===== config.mk =====
export PLATFORM = sky130hd
export DESIGN_NAME = state_number_seq
export DESIGN_NICKNAME = d
export VERILOG_FILES = /design/src/rtl/state_number_seq.sv
export SDC_FILE = /design/constraint.sdc
export NUM_CORES = 1
export LEC_CHECK = 0
export CORE_ASPECT_RATIO = 1.4
export CORE_MARGIN = 2
export CORE_UTILIZATION = 50
export CTS_CLUSTER_SIZE = 25
export DETAILED_ROUTE_END_ITERATION = 16
export PLACE_DENSITY = 0.75
export REMOVE_ABC_BUFFERS = 1
export SYNTH_ARGS = -nofsm -noshare
export SYNTH_HDL_FRONTEND = slang
export SYNTH_SLANG_ARGS = --single-unit

===== constraint.sdc =====
create_clock -name clk -period 2.3 [get_ports clk]
set_clock_uncertainty 0.2 [all_clocks]
set_input_delay 0.345 -clock clk [delete_from_list [all_inputs] [get_ports clk]]
set_output_delay 0.345 -clock clk [all_outputs]
set_load 0.005 [all_outputs]

===== src/rtl/state_number_seq.sv =====
`default_nettype none
// ============================================================================
// Module      : state_number_seq
// Description : Control-FSM state register with a runtime-programmable
//               per-state number table. Supports up/down stepping with wrap
//               detection, direct state load and table writes (with
//               same-edge write bypass). All outputs are registered.
// Revision    : 1.0 - initial release
// ============================================================================
module state_number_seq #(
    parameter int STATE_W     = 3,
    parameter int NUM_W       = 4,
    parameter int NUM_STATES  = 6,
    parameter int RESET_STATE = 0
) (
    input  logic               clk,
    input  logic               rst_n,
    input  logic               step,
    input  logic               dir,
    input  logic               load,
    input  logic [STATE_W-1:0] load_state,
    input  logic               cfg_we,
    input  logic [STATE_W-1:0] cfg_addr,
    input  logic [NUM_W-1:0]   cfg_data,
    output logic [STATE_W-1:0] state,
    output logic [NUM_W-1:0]   number,
    output logic               wrap,
    output logic               err
);

    localparam logic [STATE_W-1:0] c_last_state  = STATE_W'(NUM_STATES - 1);
    localparam logic [STATE_W-1:0] c_reset_state = STATE_W'(RESET_STATE);
    localparam logic [NUM_W-1:0]   c_reset_num   = NUM_W'(RESET_STATE);

    logic [STATE_W-1:0] r_state;
    logic [NUM_W-1:0]   r_number;
    logic               r_wrap;
    logic               r_err;
    logic [NUM_W-1:0]   r_table [NUM_STATES];

    logic               w_load_in_range;
    logic               w_cfg_in_range;
    logic               w_bad_load;
    logic               w_bad_cfg;
    logic               w_wrap;
    logic [STATE_W-1:0] w_next;
    logic [NUM_W-1:0]   w_next_num;

    // Range qualification is done at 32 bits so NUM_STATES == 2**STATE_W works.
    assign w_load_in_range = (32'(load_state) < NUM_STATES);
    assign w_cfg_in_range  = (32'(cfg_addr) < NUM_STATES);
    assign w_bad_cfg       = cfg_we && !w_cfg_in_range;

    // Next-state selection: load beats step; an illegal load freezes the state.
    always_comb begin
        w_next     = r_state;
        w_wrap     = 1'b0;
        w_bad_load = 1'b0;
        if (load) begin
            if (w_load_in_range) begin
                w_next = load_state;
            end else begin
                w_bad_load = 1'b1;
            end
        end else if (step) begin
            if (dir) begin
                if (r_state == c_last_state) begin
                    w_next = '0;
                    w_wrap = 1'b1;
                end else begin
                    w_next = r_state + STATE_W'(1);
                end
            end else begin
                if (r_state == '0) begin
                    w_next = c_last_state;
                    w_wrap = 1'b1;
                end else begin
                    w_next = r_state - STATE_W'(1);
                end
            end
        end
    end

    // Number for the entered state, forwarding a same-edge write to that entry.
    always_comb begin
        w_next_num = r_table[w_next];
        if (cfg_we && w_cfg_in_range && (cfg_addr == w_next)) begin
            w_next_num = cfg_data;
        end
    end

    // Number table: identity contents on reset, otherwise in-range writes only.
    always_ff @(posedge clk) begin
        if (!rst_n) begin
            for (int i = 0; i < NUM_STATES; i++) begin
                r_table[i] <= NUM_W'(i);
            end
        end else if (cfg_we && w_cfg_in_range) begin
            r_table[cfg_addr] <= cfg_data;
        end
    end

    // State, number and the single-cycle wrap/err pulses.
    always_ff @(posedge clk) begin
        if (!rst_n) begin
            r_state  <= c_reset_state;
            r_number <= c_reset_num;
            r_wrap   <= 1'b0;
            r_err    <= 1'b0;
        end else begin
            r_state  <= w_next;
            r_number <= w_next_num;
            r_wrap   <= w_wrap;
            r_err    <= w_bad_load || w_bad_cfg;
        end
    end

    assign state  = r_state;
    assign number = r_number;
    assign wrap   = r_wrap;
    assign err    = r_err;

endmodule
`default_nettype wire

* Yosys cells after proc, flatten, opt, wreduce, memory -nomap -nowiden
Memories as Yosys holds them, arrays and structs flattened. A register that Yosys moved wholly into a read port is not among the register bits.
Cells that the tools add are included.
** Cells by class
- Add/subtract/negate cells :: 2
- Bitwise operators :: 2
- $lt $le $gt $ge :: 2
- Eq/ne operators :: 1
- Reductions and logical operators :: 8
- Mux-type cells :: 18
** Operators by type and width (count)
- 3-bit two-way mux :: 7
- 1-bit two-way mux :: 10
- 3-bit less-than comparator, second input constant :: 2
- 4-bit two-way mux :: 1
- 4-bit OR reduction :: 1
- 3-bit by 1-bit adder with 3-bit output, second input constant :: 1
- 3-bit == test, second input constant :: 1
- 3-bit logical NOT :: 1
- 3-bit OR reduction :: 1
- 3-bit by 1-bit subtractor with 3-bit output, second input constant :: 1
- 1-bit logical AND :: 2
- 1-bit logical NOT :: 2
- 1-bit NOT :: 2
- 1-bit logical OR :: 1
** Storage, ports and cells
- Output and inout port bits :: 9
- Register bits :: 5
- Word-level logic and storage cells :: 37
- Bits in writable memories :: 24
- Memories kept :: 1
** Memories
- r_table :: depth 6, bits a word 4, rd ports 1, clocked after Yosys merged registers in 1, write ports 6, line 39 : logic [NUM_W-1:0] r_table [NUM_STATES];

* Longest topological paths before layout
- Depth in word-level cells :: 7
- Depth in mapped cells :: 11

* Worst setup path after synthesis
OpenSTA, ideal clock, no wires.
- Path kind :: flip-flop to flip-flop
- Start :: register r_state[1] (netlist: state[1])
- End :: register r_number[1] (netlist: number[1]) (read register of r_table)
- Setup slack :: 10 ps
- Data arrival time :: 1969 ps
- Period minus slack after synthesis :: 2290 ps
- Cell stages (with the launch flop) :: 10
- Data required time :: 1978 ps
- Cell sequence :: dfxtp_1 -> buf_2 -> nor2_1 -> ha_1 -> a311oi_1 -> a21oi_2 -> buf_6 -> a21oi_1 -> a221oi_1 -> o311a_1
** On the way
- Word-level cells in the longest chain between the ends :: 5
- Elaborated cells on any way between the ends :: 10
- Those cells by class :: 2 x add/sub; 1 x eq/ne; 6 x mux; 1 x reduce/logical
** RTL lines
- start, declared :: line 35 : logic [STATE_W-1:0] r_state;
- start signal, assigned :: line 106 : r_state <= c_reset_state;
- start signal, assigned :: line 111 : r_state <= w_next;
- 3-bit by 1-bit subtractor with 3-bit output (tied with other cells) :: line 78 : w_next = r_state - STATE_W'(1);
- 3-bit two-way mux (on tied branches) :: line 74, 67
- 3-bit two-way mux :: line 66 : if (dir) begin
- 3-bit two-way mux :: line 65 : end else if (step) begin
- 3-bit two-way mux (*) :: line 59 : if (load) begin
- end, declared :: line 36 : logic [NUM_W-1:0] r_number;
Every way passes the cells marked *; elsewhere a longest branch is shown, timed or not.
A chain may end at the register's enable or synchronous reset.

* Worst setup path in the final report
Ends and elaborated chain as after synthesis.

==> impl_results.md <==
- N_diodes: 0
- Net switching power: 0.4711 mW
- Fin crit share: 98.24%
- Post-Syn Instances: 194
- Hold_sp: step
- Synth Area in XOR/XNOR: 0.8055%
- GR Overflow Total: 0
- F_max: 0.4426 GHz
- Min cycle time layout: 2.260 ns
- Sequential area share after synthesis: 52.47%
- Internal: 1.276 mW
- RSZ-0062 raised after global routing: true
- Crit path arrival time: 2.24 ns
- Initial core utilization: 51.73%
- DRC Markers: 0
- Crit start category: flip-flop
- Die Y: 82.03 um
- CTS sink cnt: 41
- CTS hold repair buffers: 0
- Placed Cells: 297
- Vias in the first global route: 1709
- Number of antenna violations at the first check in global routing: 0
- Mux cell area share after synthesis: 4.603%
- Die area: 0.004900 sq mm
- FP Rows: 28
- Fin nets: 279
- Hold endpoint: wrap
- Hold path cells: 4
- First-pass GRT wire length: 7.797 mm
- Util after Layout: 68.33%
- Synth-to-Final Area Change: 32.11%
- Fin. Hold Viols: 0
- Layout cells sized above 1: 30.04%
- TNS Setup: 0 ns
- Drt via density: 5.429
- HPWL after DPL: 3.733 mm
- Port Buffers: 24
- DR WL/cell: 16.05 um
- Synth Area in Compound Gates: 13.75%
- Largest net degree at the start of global routing: 23
- Critical path endpoint category: flip-flop
- Skew-Pair Late Insertion Delay: 0.29 ns
- Critical R2R Capture: number[1]
- Non-filler instance count after layout: 308
- Count of pins over their slew limit: 0
- Die width: 59.74 um
- Setup violators final: 0
- Crit-path max FO: 22
- RePlAce Congestion: 0.8682
- Max-Cap Viols: 0
- Worst Path Class, Setup: flip-flop to flip-flop
- Post-synthesis adder-cell area fraction: 0.5754%
- # IOs: 25
- CTS tree: done
- Total GRT Usage: 22.03%
- Peak supply drop: 0.5937 mV
- Core Box Area: 0.004204 sq mm
- Mean Syn Cell Area: 11.21 sq um
- Place WS: -0.3761 ns
- Drt pass-1 iters: 4
- Crit path launch: state[1]
- Prevailing post-synth register cell: edfxtp_1
- Seq cells post-synth: 41
- Seq pwr share: 50.0%
- Worst hold path class: input pin to flip-flop
- DR vias: 1672
- Simple-Gate Fraction of Synth Area: 20.08%
- R2R cell count: 8
- Worst R2R Start: state[1]
- Async SR Flop Fraction: 0%
- Final WL: 4.944 mm
- Clock transition at path regs: 0.08 ns
- EDFF count, synth: 32
- Max Buffers Root-to-Sink: 2
- Mapped cell area: 0.002175 sq mm
- Clock power share: 26.6%
- R2R Setup Slk: 0.04 ns
- Status: completed
- Routed Antenna Nets: 0
- Netlist cell types: 53
- CTS root buf: clkbuf_8
- Switching part of the total: 26.97%
- Initial DRC Count: 47
- Comb pwr share: 23.4%
- Leak: 1.179 nW
- Power per cell area: 608.1 mW/mm^2
- Synth warn: 0
- Largest family of logic cells by synthesized area: simple AND/OR/NAND/NOR gates
- Final setup margin: 0.04043 ns
- CTS buffer count: 5
- Data required, critical path: 2.28 ns
- Depth of the CTS H-tree: 2
[state kept, by name, summed over array words and instances, names as in the netlist]
signal,cells
err,1
number,4
state,3
r_table,32
wrap,1
[metrics by stage]
step / power (mW) / hold WS (ns) / cell area (sq um)
global placement: 1.249 / 0.5063 / 2669
CTS: 1.729 / 0.5102 / 2814
detailed placement: 1.257 / 0.4921 / 2669
floorplan: 1.060 / 0.2667 / 2074
finish: 1.747 / 0.4203 / 2873
global route: 1.809 / 0.4425 / 2873
[Yosys cell counts (all sizes together) (2+ instances only)]
cell,number,area [sq um]
a221o,2,20.02
and3,3,18.77
a21boi,2,15.02
nand2b,8,50.05
o21ai,3,15.01
a221oi,3,26.28
o22ai,2,12.51
clkbuf,5,68.82
and2,9,57.56
edfxtp,32,960.9
nor3b,3,22.52
nor2b,2,12.51
inv,10,37.53
nor3,5,30.03
mux2i,10,100.1
nand2,17,63.81
a21oi,12,63.81
dfxtp,9,180.2
or2,5,31.28
a31oi,2,27.53
nand3,6,30.03
nand3b,2,15.01
nor2,14,57.55
or2b,3,26.28
buf,6,57.55
o31ai,2,28.78
[kinds of logic (layout without fill, tap and decap cells)]
kind of cell             Yosys count  after routing
AO/OA/AOI/OAI                     38             38
XOR/XNOR                           2              2
adder cells (fa/ha/maj)            1              1
buffers and inverters             21             83
flip-flops                        41             41
multiplexers                      10             10
other                              1              8
AND/OR/NAND/NOR                   80             80
[how the worst max path moves through the flow]
stage / slack (ns) / to
after CTS: -0.02 / number[1]
after detailed placement: -0.38 / number[1]
after floorplan: -0.43 / number[1]
after global routing: -0.04 / number[1]
after global placement: -0.36 / number[1]
final: 0.04 / number[1]
[power by group through the flow]
stage / Sequential [mW] / Clock [mW] / Combinational (mW)
2_1_floorplan: 0.889 / 0 / 0.171
4_1_cts: 0.872 / 0.467 / 0.390
3_5_place_dp: 0.889 / 0 / 0.368
5_1_grt: 0.878 / 0.491 / 0.440
3_3_place_gp: 0.887 / 0 / 0.362
6_report: 0.873 / 0.465 / 0.409
[per-layer routing]
metal  routed length [um]  track usage (%)  share of wire (%)
met5                    0                0                  0
met4                  144            8.889                2.9
met3                  146            4.409                3.0
met2                 2696            41.96                 55
met1                 1956            22.68                 40
[placed cells by master, fill, tap and decap left out, drive strengths merged, types with 2 or more instances in the layout]
| cell | synthesis | final |
|---|---|---|
| conb | 1 | 8 |
| clkbuf | 5 | 5 |
| clkdlybuf4s50 | 0 | 21 |
| mux2i | 10 | 10 |
| nor3b | 3 | 3 |
| dfxtp | 9 | 9 |
| nor2b | 2 | 2 |
| a221oi | 3 | 3 |
| or2b | 3 | 3 |
| nand3b | 2 | 2 |
| and3 | 3 | 3 |
| nor3 | 5 | 5 |
| or2 | 5 | 5 |
| nand2 | 17 | 17 |
| a221o | 2 | 2 |
| a21boi | 2 | 2 |
| nor2 | 14 | 14 |
| and2 | 9 | 9 |
| clkinv | 0 | 3 |
| nand2b | 8 | 8 |
| a31oi | 2 | 2 |
| edfxtp | 32 | 32 |
| nand3 | 6 | 6 |
| dlymetal6s2s | 0 | 3 |
| buf | 6 | 41 |
| a21oi | 12 | 12 |
| o21ai | 3 | 3 |
| inv | 10 | 10 |
| o22ai | 2 | 2 |
| o31ai | 2 | 2 |
[worst max-delay path, stage by stage, from the launching register on]
cell      delay (ns)
dfxtp_1         0.35
nor2_2          0.04
ha_1            0.28
a311oi_2        0.10
a21oi_2         0.21
buf_12          0.19
mux2i_2         0.31
a221oi_2        0.12
o311a_1         0.34
[area by class of cell]
class / count / area [sq um]
Fill cell: 342 / 1331
Tap cell: 45 / 56.30
Sequential cell: 41 / 1144
Inverter: 10 / 37.54
Multi-Input combinational cell: 139 / 973.4
Clock buffer: 5 / 68.82
Clock inverter: 3 / 17.52
Timing Repair Buffer: 65 / 575.6
[repair_timing]
| action | CTS | global route |
|---|---|---|
| buffers inserted | 0 | 3 |
| gates resized for setup | 11 | 11 |
| hold endpoints to repair | 0 | 0 |
| pin swaps | 1 | 4 |
| setup endpoints to repair | 4 | 4 |
No activity file was read; power rests on OpenSTA's default activity.
